File: config.mk
export PLATFORM = sky130hd
export DESIGN_NAME = core_pipe_exec_mdu
export DESIGN_NICKNAME = d
export VERILOG_FILES = /design/src/rtl/core_pipe_exec_mdu.sv
export SDC_FILE = /design/constraint.sdc
export NUM_CORES = 2
export LEC_CHECK = 0
export ABC_AREA = 1
export BUFFER_PORTS_ARGS = -buffer_cell sky130_fd_sc_hd__buf_2
export CAP_MARGIN = 20
export CORE_ASPECT_RATIO = 1.5
export CORE_UTILIZATION = 60
export CTS_BUF_LIST = sky130_fd_sc_hd__clkbuf_2
export CTS_CLUSTER_DIAMETER = 40
export DETAILED_ROUTE_END_ITERATION = 7
export PLACE_DENSITY = 0.78
export SLEW_MARGIN = 20
export SYNTH_ARGS = -nofsm -noshare
export SYNTH_HDL_FRONTEND = slang
export SYNTH_SLANG_ARGS = --single-unit
export TNS_END_PERCENT = 1
File: constraint.sdc
create_clock -name g_clk -period 3.1 [get_ports g_clk]
set_input_delay 0.465 -clock g_clk [delete_from_list [all_inputs] [get_ports g_clk]]
set_output_delay 0.465 -clock g_clk [all_outputs]
set_load 0.005 [all_outputs]
File: src/rtl/core_pipe_exec_mdu.sv
// core_pipe_exec_mdu: iterative RV64M/RV32M multiply/divide unit for the execute stage.
// Multiply is shift-add over a 2W-bit accumulator, MUL_UNROLL bits per cycle;
// divide is radix-2 restoring, one quotient bit per cycle. Signed operands are
// reduced to magnitudes on entry and the signs are re-applied when the result is read.
// Optional build macro CORE_MDU_ZERO_BYPASS_EN: zero-operand multiplies and
// zero-operand divides skip the iterations and complete in one cycle.
module core_pipe_exec_mdu #(
  parameter int XLEN       = 64,
  parameter int MUL_UNROLL = 1
) (
  input  logic            g_clk,
  input  logic            g_resetn,
  input  logic            valid,
  input  logic            new_instr,
  input  logic            flush,
  input  logic            op_mul,
  input  logic            op_mulh,
  input  logic            op_mulhsu,
  input  logic            op_mulhu,
  input  logic            op_div,
  input  logic            op_divu,
  input  logic            op_rem,
  input  logic            op_remu,
  input  logic            word,
  input  logic [XLEN-1:0] rs1,
  input  logic [XLEN-1:0] rs2,
  output logic            ready,
  output logic [XLEN-1:0] result
);

  localparam int CW = $clog2(XLEN) + 1;

  typedef enum logic [1:0] {S_IDLE, S_MUL, S_DIV, S_DONE} state_t;
  typedef enum logic [1:0] {R_LO, R_HI, R_QUOT, R_REM} rsel_t;

  // Extends the low 32 bits of v to XLEN, sign-extending when sgn is set.
  function automatic logic [XLEN-1:0] ext32(input logic [XLEN-1:0] v, input logic sgn);
    logic [XLEN-1:0] r;
    r = v;
    for (int i = 32; i < XLEN; i++) r[i] = sgn & v[31];
    return r;
  endfunction

  state_t            state_reg, state_next;
  logic [CW-1:0]     cnt_reg, cnt_next;
  logic [2*XLEN-1:0] acc_reg, acc_next;
  logic [2*XLEN-1:0] mcand_reg, mcand_next;
  logic [XLEN-1:0]   mplier_reg, mplier_next;
  logic [XLEN-1:0]   quot_reg, quot_next;
  logic [XLEN-1:0]   rem_reg, rem_next;
  logic [XLEN-1:0]   divisor_reg, divisor_next;
  logic              word_reg, word_next;
  rsel_t             rsel_reg, rsel_next;
  logic              neg_prod_reg, neg_prod_next;
  logic              neg_quot_reg, neg_quot_next;
  logic              neg_rem_reg, neg_rem_next;

  logic              is_mulh_any, is_mul, is_div, start, word_eff, bypass;
  logic              sgn1_op, sgn2_op, a_neg, b_neg;
  logic [XLEN-1:0]   a_ext, b_ext, a_mag, b_mag;
  logic [CW-1:0]     cnt_load;
  rsel_t             rsel_load;

  logic [2*XLEN-1:0] mul_acc, mul_mc;
  logic [XLEN-1:0]   mul_mp;
  logic [XLEN:0]     rem_shift, rem_diff;
  logic              div_qbit;

  logic [2*XLEN-1:0] prod_fix;
  logic [XLEN-1:0]   quot_fix, rem_fix, res_raw;

  // Decode the op, pick the operand width and reduce signed operands to magnitudes.
  always_comb begin
    is_mulh_any = op_mulh | op_mulhsu | op_mulhu;
    is_mul      = op_mul | is_mulh_any;
    is_div      = op_div | op_divu | op_rem | op_remu;
    start       = valid & (is_mul | is_div) & ~flush;
    word_eff    = word & ~is_mulh_any;
    sgn1_op     = op_mulh | op_mulhsu | op_div | op_rem;
    sgn2_op     = op_mulh | op_div | op_rem;
    a_ext       = word_eff ? ext32(rs1, sgn1_op) : rs1;
    b_ext       = word_eff ? ext32(rs2, sgn2_op) : rs2;
    a_neg       = sgn1_op & a_ext[XLEN-1];
    b_neg       = sgn2_op & b_ext[XLEN-1];
    a_mag       = a_neg ? -a_ext : a_ext;
    b_mag       = b_neg ? -b_ext : b_ext;
    if (is_mul) cnt_load = word_eff ? CW'(32 / MUL_UNROLL) : CW'(XLEN / MUL_UNROLL);
    else        cnt_load = word_eff ? CW'(32) : CW'(XLEN);
    if (op_mul)           rsel_load = R_LO;
    else if (is_mulh_any) rsel_load = R_HI;
    else if (op_div | op_divu) rsel_load = R_QUOT;
    else                  rsel_load = R_REM;
`ifdef CORE_MDU_ZERO_BYPASS_EN
    bypass = (a_mag == '0) | (b_mag == '0);
`else
    bypass = 1'b0;
`endif
  end

  // One multiply iteration: MUL_UNROLL shift-add steps chained combinationally.
  always_comb begin
    mul_acc = acc_reg;
    mul_mc  = mcand_reg;
    mul_mp  = mplier_reg;
    for (int i = 0; i < MUL_UNROLL; i++) begin
      if (mul_mp[0]) mul_acc = mul_acc + mul_mc;
      mul_mc = mul_mc << 1;
      mul_mp = mul_mp >> 1;
    end
  end

  // One restoring divide step; the W+1-bit trial difference decides the quotient bit.
  always_comb begin
    rem_shift = {rem_reg, quot_reg[XLEN-1]};
    rem_diff  = rem_shift - {1'b0, divisor_reg};
    div_qbit  = ~rem_diff[XLEN];
  end

  // State register.
  always_ff @(posedge g_clk or negedge g_resetn) begin
    if (!g_resetn) state_reg <= S_IDLE;
    else           state_reg <= state_next;
  end

  // Next-state logic; flush overrides everything else.
  always_comb begin
    state_next = state_reg;
    case (state_reg)
      S_IDLE:  if (start) state_next = bypass ? S_DONE : (is_mul ? S_MUL : S_DIV);
      S_MUL,
      S_DIV:   if (cnt_reg == CW'(1)) state_next = S_DONE;
      S_DONE:  if (new_instr) state_next = S_IDLE;
      default: state_next = S_IDLE;
    endcase
    if (flush) state_next = S_IDLE;
  end

  // Datapath next values: load on accept, iterate while busy, hold otherwise.
  always_comb begin
    cnt_next      = cnt_reg;
    acc_next      = acc_reg;
    mcand_next    = mcand_reg;
    mplier_next   = mplier_reg;
    quot_next     = quot_reg;
    rem_next      = rem_reg;
    divisor_next  = divisor_reg;
    word_next     = word_reg;
    rsel_next     = rsel_reg;
    neg_prod_next = neg_prod_reg;
    neg_quot_next = neg_quot_reg;
    neg_rem_next  = neg_rem_reg;
    case (state_reg)
      S_IDLE: if (start) begin
        cnt_next      = cnt_load;
        acc_next      = '0;
        mcand_next    = {{XLEN{1'b0}}, a_mag};
        mplier_next   = b_mag;
        // Word dividends are left-aligned so the shift-out always starts at bit XLEN-1.
        quot_next     = word_eff ? (a_mag << (XLEN - 32)) : a_mag;
        rem_next      = '0;
        divisor_next  = b_mag;
        word_next     = word_eff;
        rsel_next     = rsel_load;
        neg_prod_next = a_neg ^ b_neg;
        neg_quot_next = (a_neg ^ b_neg) & (b_mag != '0);
        neg_rem_next  = a_neg;
`ifdef CORE_MDU_ZERO_BYPASS_EN
        // Preload what the full divide-by-zero iteration would have produced.
        if (is_div && (b_mag == '0)) begin
          quot_next = '1;
          rem_next  = a_mag;
        end
`endif
      end
      S_MUL: begin
        cnt_next    = cnt_reg - CW'(1);
        acc_next    = mul_acc;
        mcand_next  = mul_mc;
        mplier_next = mul_mp;
      end
      S_DIV: begin
        cnt_next  = cnt_reg - CW'(1);
        quot_next = {quot_reg[XLEN-2:0], div_qbit};
        rem_next  = div_qbit ? rem_diff[XLEN-1:0] : rem_shift[XLEN-1:0];
      end
      default: ;
    endcase
  end

  // Datapath registers; reset clears everything so no stale value can leak out.
  always_ff @(posedge g_clk or negedge g_resetn) begin
    if (!g_resetn) begin
      cnt_reg      <= '0;
      acc_reg      <= '0;
      mcand_reg    <= '0;
      mplier_reg   <= '0;
      quot_reg     <= '0;
      rem_reg      <= '0;
      divisor_reg  <= '0;
      word_reg     <= 1'b0;
      rsel_reg     <= R_LO;
      neg_prod_reg <= 1'b0;
      neg_quot_reg <= 1'b0;
      neg_rem_reg  <= 1'b0;
    end else begin
      cnt_reg      <= cnt_next;
      acc_reg      <= acc_next;
      mcand_reg    <= mcand_next;
      mplier_reg   <= mplier_next;
      quot_reg     <= quot_next;
      rem_reg      <= rem_next;
      divisor_reg  <= divisor_next;
      word_reg     <= word_next;
      rsel_reg     <= rsel_next;
      neg_prod_reg <= neg_prod_next;
      neg_quot_reg <= neg_quot_next;
      neg_rem_reg  <= neg_rem_next;
    end
  end

  // Outputs: sign fix-up, result select, word sign-extension, zero when not ready.
  always_comb begin
    prod_fix = neg_prod_reg ? -acc_reg : acc_reg;
    quot_fix = neg_quot_reg ? -quot_reg : quot_reg;
    rem_fix  = neg_rem_reg ? -rem_reg : rem_reg;
    case (rsel_reg)
      R_LO:    res_raw = prod_fix[XLEN-1:0];
      R_HI:    res_raw = prod_fix[2*XLEN-1:XLEN];
      R_QUOT:  res_raw = quot_fix;
      default: res_raw = rem_fix;
    endcase
    if (word_reg) res_raw = ext32(res_raw, 1'b1);
    ready  = (state_reg == S_DONE);
    result = ready ? res_raw : '0;
  end

endmodule

==> run summary, run 1 <==
PLACED DESIGN
---------------------------------------------------------------------------
Final HPWL DP                                                        207 mm
Count of buffers inserted at the top-level ports                        206
DP Worst Slack                                                      -708 ps
Number of instances in the placed design                              10.6k
Placer congestion estimate                                             1.35

DIE
---------------------------------------------------------------------------
Starting Density                                                      0.605
Cell Rows                                                               132
Height of the die                                                    363 um
Width of the die                                                     243 um
I/O pin count                                                           207

GLOBAL ROUTING
---------------------------------------------------------------------------
Remaining Overflow, GRT                                                1396
First-pass GRT wire length                                           553 mm
All-Layer GR Usage                                                    0.815
Number of global-route vias before repair                             82.2k
Maximum number of pins on one net before global-route repair            169

SYNTH
---------------------------------------------------------------------------
Async S/R FF share, synth                                              1.00
Number of instances in the synthesized netlist                         8677
Post-synth EDFFs                                                          0
Number of warnings printed during yosys synthesis                         0
Mux cell area share after synthesis                                       0
Most used DFF post-synth                                       sky130_fd_sc_hd__dfrtp_1
Area share of fa/ha/maj cells after synthesis                        0.0494
Synthesized area                                                  52300 um2
Register bit count reported by yosys                                    527
Combinational family with the most area after synthesis        simple AND/OR/NAND/NOR gates
Average footprint of a synthesized cell                            6.02 um2
Post-synthesis xor/xnor area fraction                                0.0307
Number of distinct library cells after synthesis                         64
Post-Synthesis Net Count                                               9024
Sequential-to-total area share from yosys stat                        0.252
Simple-gate portion of the synthesized area                           0.350
Fraction of the mapped netlist area in compound gates                 0.215

STATUS
---------------------------------------------------------------------------
Stopping stage                                                 global routing
Err                                                            [ERROR GRT-0116] Global routing finished with congestion. Check the congestion regions in the DRC Viewer.
Result of the run                                              did not finish

CLOCK NETWORK
---------------------------------------------------------------------------
Maximum clock path buffer count                                           3
Number of levels the H-tree was split into                                4
Number of CTS-inserted buffers                                          138
CTS Sinks                                                               527
Cell at the root of the clock tree                             sky130_fd_sc_hd__clkbuf_2

==> cell usage after synthesis (35+ instances only) <==
master	count	area (um2)
sky130_fd_sc_hd__a21oi_1	846	4230
sky130_fd_sc_hd__a31oi_1	36	225
sky130_fd_sc_hd__buf_2	68	340
sky130_fd_sc_hd__clkbuf_1	161	604
sky130_fd_sc_hd__dfrtp_1	527	13200
sky130_fd_sc_hd__ha_1	203	2540
sky130_fd_sc_hd__inv_1	1055	3960
sky130_fd_sc_hd__nand2_1	2064	7750
sky130_fd_sc_hd__nand3_1	624	3120
sky130_fd_sc_hd__nand3b_1	38	285
sky130_fd_sc_hd__nand4_1	168	1050
sky130_fd_sc_hd__nor2_1	1184	4440
sky130_fd_sc_hd__nor3_1	120	601
sky130_fd_sc_hd__o211ai_1	49	368
sky130_fd_sc_hd__o21a_1	35	263
sky130_fd_sc_hd__o21ai_0	798	3990
sky130_fd_sc_hd__o21ai_1	41	205
sky130_fd_sc_hd__o221ai_1	38	333
sky130_fd_sc_hd__o22ai_1	62	388
sky130_fd_sc_hd__o31ai_1	44	330
sky130_fd_sc_hd__xnor2_1	76	666
sky130_fd_sc_hd__xor2_1	107	937
==> routing by layer <==
metal	track usage	overflow
met1	0.799	33
met2	0.968	826
met3	0.697	34
met4	0.821	494
met5	0.371	9
==> through the flow <==
| stage | util | hold WS, ps | area (um2) |
|---|---|---|---|
| after floorplan | - | 169 | 52300 |
| after global placement | 0.702 | 461 | 60600 |
| after detailed placement | 0.702 | 474 | 60600 |
| after CTS | 0.778 | 0.216 | 67200 |
==> logic make-up after synthesis <==
kind of cell             count (synthesis)
AO/OA/AOI/OAI                         2057
XOR/XNOR                               183
buffers and inverters                 1365
AND/OR/NAND/NOR                       4340
flip-flops                             527
adder cells (fa/ha/maj)                205
==> timing repair <==
item / in CTS
setup buffers: 23
pin swaps: 74
endpoints found under the setup margin: 109
endpoints found under the hold margin: 899
resized for setup: 273
hold buffers: 424
==> inputs of run 2 (changes only) <==
--- a/config.mk
+++ b/config.mk
@@ -8,12 +8,9 @@
 export ABC_AREA = 1
 export BUFFER_PORTS_ARGS = -buffer_cell sky130_fd_sc_hd__buf_2
 export CAP_MARGIN = 20
-export CORE_ASPECT_RATIO = 1.5
-export CORE_UTILIZATION = 60
-export CTS_BUF_LIST = sky130_fd_sc_hd__clkbuf_2
-export CTS_CLUSTER_DIAMETER = 40
+export CORE_UTILIZATION = 40
 export DETAILED_ROUTE_END_ITERATION = 7
-export PLACE_DENSITY = 0.78
+export PLACE_DENSITY_LB_ADDON = 0.15
 export SLEW_MARGIN = 20
 export SYNTH_ARGS = -nofsm -noshare
 export SYNTH_HDL_FRONTEND = slang
==> run summary, run 2 <==
SYNTH
---------------------------------------------------------------------------------
Number of instances in the synthesized netlist                               8677   unchanged
Number of warnings printed during yosys synthesis                               0   unchanged
Post-synth EDFFs                                                                0   unchanged
Portion of synthesized cell area occupied by the leading cell type          0.252   unchanged
Area leader, netlist                                                 sky130_fd_sc_hd__dfrtp_1
Top cells by area, synth                                             sky130_fd_sc_hd__dfrtp_1 (25%), sky130_fd_sc_hd__nand2_1 (15%), sky130_fd_sc_hd__nor2_1 (8.5%), sky130_fd_sc_hd__a21oi_1 (8.1%), sky130_fd_sc_hd__o21ai_0 (7.6%)
Async S/R FF share, synth                                                    1.00   unchanged
Average footprint of a synthesized cell                                  6.02 um2   unchanged
Synth top cells by count                                             sky130_fd_sc_hd__nand2_1 (2064), sky130_fd_sc_hd__nor2_1 (1184), sky130_fd_sc_hd__inv_1 (1055), sky130_fd_sc_hd__a21oi_1 (846), sky130_fd_sc_hd__o21ai_0 (798)
Sequential-to-total area share from yosys stat                              0.252   unchanged
Most used DFF post-synth                                             sky130_fd_sc_hd__dfrtp_1
Most frequently used cell type in the post-synthesis netlist         sky130_fd_sc_hd__nand2_1
Number of distinct library cells after synthesis                               64   unchanged
Synthesized area                                                        52300 um2   unchanged
Register bit count reported by yosys                                          527   unchanged
Post-Synthesis Net Count                                                     9024   unchanged

PLACED DESIGN
---------------------------------------------------------------------------------
Final HPWL DP                                                              244 mm   +18%
Count of buffers inserted at the top-level ports                              206   unchanged
Placer congestion estimate                                                   1.11   -18%

DRT
---------------------------------------------------------------------------------
DRC violations left                                                             0
Total routed wirelength                                                    293 mm
Vias after detailed routing                                                 68.8k
Wire per inst                                                             24.1 um
Initial detailed-routing violation count                                     9455
Antenna-violating nets left                                                     0
Routed vias/inst                                                             5.67
First-pass iteration count of the detailed router                               7

SETUP PATH
---------------------------------------------------------------------------------
Element type at the critical path end                                  output pin
Reg2Reg Capture Point                                                acc_reg[118]$_DFFE_PN0P_
Number of buffers and inverters on the critical path                            6
Internal reg-to-reg setup slack                                            -60 ps
Delay of the slowest critical-path stage                                   510 ps
Delay-heaviest family, CP                                            buffers and inverters
Crit path launch type                                                    register
Crit-path max FO                                                               12
Type of the setup path with the least slack                          register to output pin
Crit path arrival time                                                    3520 ps
Data required time at the worst endpoint                                  2630 ps
Reg2reg path depth                                                             14
Start of the worst register-to-register path                         mcand_reg[62]$_DFFE_PN0P_
Cell-by-cell trace of the critical path                              inv_1 > nand4_1 > buf_4 > nor2_1 > nand3_2 > nand2_2 > a21oi_1 > o21ai_1 > nand2_1 > buf_4 > a22oi_4 > buf_12 > buf_12 > a21oi_1 > buf_2
Cell with the largest stage delay on the worst path                  sky130_fd_sc_hd__dfrtp_1

LAYOUT
---------------------------------------------------------------------------------
NumNets Final                                                               10.7k
Layout-stage area growth over the synthesis result                          36.3%
Layout cell share with drive strength beyond 1                              0.237
Most common library cell in the layout ignoring fill and taps        sky130_fd_sc_hd__nand2_1
Commonest cells after routing, fill and taps aside                   sky130_fd_sc_hd__nand2_1 (1976), sky130_fd_sc_hd__buf_4 (1594), sky130_fd_sc_hd__nor2_1 (1109), sky130_fd_sc_hd__inv_1 (1028), sky130_fd_sc_hd__a21oi_1 (803)
Post-layout util                                                            0.549
Fill cell instance count of the final layout                                13.2k

WORST HOLD PATH
---------------------------------------------------------------------------------
Hold Path Stages                                                                4
Class of the tightest hold or removal check                          primary input to register
Worst min-delay path endpoint                                        rsel_reg[0]$_DFFE_PN0P_
Hold Startpoint                                                           op_divu

DIE
---------------------------------------------------------------------------------
Starting Density                                                            0.403   -0.202
I/O pin count                                                                 207   unchanged
Area of the die                                                        132000 um2
Width of the die                                                           363 um   +50%
Height of the die                                                          363 um   unchanged
Core outline area                                                      130000 um2
Cell Rows                                                                     132   unchanged

GLOBAL ROUTING
---------------------------------------------------------------------------------
Number of antenna violations at the first check in global routing              13
Number of global-route vias before repair                                   63.9k
First-pass GRT wire length                                                 420 mm
Remaining Overflow, GRT                                                         0
Maximum number of pins on one net before global-route repair                  169
All-Layer GR Usage                                                          0.431

STATUS
---------------------------------------------------------------------------------
Result of the run                                                    finished, violations left
Violations in the final reports                                      setup timing

POWER AND IR DROP
---------------------------------------------------------------------------------
Static Leakage                                                            35.7 nW
Clock network power share                                                   0.128
Sw Ratio                                                                    0.518
Logic pwr share                                                             0.703
Net switching power                                                       33.8 mW
Sequential fraction of design power                                         0.169
Peak VDD IR                                                            0.000901 V
Areal power density over the cells                                     917 nW/um2
Int Pwr                                                                   31.5 mW

CLOCK NETWORK
---------------------------------------------------------------------------------
Clock tree from TritonCTS                                                     yes
Skew-Pair Late Insertion Delay                                             710 ps
Clock-pin slew on the worst setup and hold paths                            60 ps
Number of levels the H-tree was split into                                      3   -1
Cell at the root of the clock tree                                   sky130_fd_sc_hd__clkbuf_16
CTS Sinks                                                                     527   unchanged
Maximum clock path buffer count                                                 3   unchanged
Number of CTS-inserted buffers                                                 69   -50%

TIMING
---------------------------------------------------------------------------------
# setup viols final                                                            67
Post-layout min period                                                    3990 ps
Number of failing hold endpoints at the final stage                             0
Max_slew headroom                                                           0.215
Final number of max-transition violations                                       0
Ratio of final minimum period to clock period                                1.29
Clock Skews                                                               40.9 ps
RSZ-0062 raised after global routing                                         true
Max frequency                                                             251 MHz
Transition at the pin with the smallest max-transition slack              1160 ps
Worst path setup slack after routing                                      -889 ps
Worst hold margin                                                          101 ps

RUN
---------------------------------------------------------------------------------
Max-cap viol count                                                              0

run 2: cell counts after synthesis:
Identical to the previous run, type by type.
run 2: routing by layer:
layer,share of wire,wire (um),global-route usage,up-vias
met3,0.11,31600,0.0934,613
met4,0.058,17000,0.218,6
met2,0.41,121000,0.630,3743
met5,0.00013,38,0,-
li1,-,-,-,32100
met1,0.42,123000,0.593,32300
run 2: repair_timing:
action / 4_1_cts / 5_1_grt
gates cloned: 0 / 1
hold endpoints to repair: 37 / 0
hold buffers: 3 / 0
gates resized for setup: 229 / 279
endpoints found under the setup margin: 94 / 205
setup buffers: 11 / 17
pin swaps: 34 / 57
run 2: through the flow:
step	setup TNS (ps)	cell area (um2)	setup slack [ps]	cells	total power, mW
final	-48470	71200	-889	12100	65.3
after global routing	-58590	71200	-1000	12100	68.6
after CTS	-44710	70200	-901	12100	62.4
after detailed placement	-12900	67200	-672	12000	52.7
after global placement	-11000	67200	-793	12000	52.4
after floorplan	0	52300	369	8677	30.3
run 2: layout make-up:
| class | count | area [um2] | share of cell area |
|---|---|---|---|
| well taps | 1742 | 2180 | 0.0306 |
| clock buffers | 91 | 1870 | 0.0262 |
| inverters | 1083 | 4080 | 0.0572 |
| flip-flops and latches | 527 | 13200 | 0.185 |
| clock inverters | 30 | 398 | 0.00559 |
| repair buffers | 1870 | 14300 | 0.200 |
| multi-input cells | 6785 | 35200 | 0.494 |
| diodes | 5 | 12.5 | 0.000176 |
run 2: worst min-delay path: cells and delay by family:
kind | cells | cell delay [ps]
compound gates | 1 | 80
buf+inv | 1 | 80
simple gates | 2 | 140
run 2: cell families after synthesis:
group | Yosys count | synth area share
AO/OA/AOI/OAI | 2057 | 0.215
flip-flops | 527 | 0.252
adder cells (fa/ha/maj) | 205 | 0.0494
buffers and inverters | 1365 | 0.102
XOR/XNOR | 183 | 0.0307
AND/OR/NAND/NOR | 4340 | 0.350
run 2: worst max path at each step:
stage	startpoint	endpoint	slack (ps)	depth (start not counted)
CTS	acc_reg[1]$_DFFE_PN0P_	result[26]	-900	19
finish	acc_reg[87]$_DFFE_PN0P_	result[60]	-890	15
global placement	acc_reg[12]$_DFFE_PN0P_	result[3]	-790	18
floorplan	acc_reg[1]$_DFFE_PN0P_	result[46]	370	18
detailed placement	acc_reg[12]$_DFFE_PN0P_	result[3]	-670	18
global route	acc_reg[0]$_DFFE_PN0P_	result[30]	-1000	18
run 2: power by group through the flow:
| stage | clock network (mW) | registers, mW | logic [mW] |
|---|---|---|---|
| final | 8.37 | 11.1 | 45.9 |
| after global routing | 8.66 | 11.2 | 48.7 |
| after CTS | 8.43 | 10.9 | 43.1 |
| after detailed placement | 0 | 11.0 | 41.7 |
| after global placement | 0 | 10.9 | 41.6 |
| after floorplan | 0 | 10.2 | 20.1 |
(Power assumes the default switching activity.)
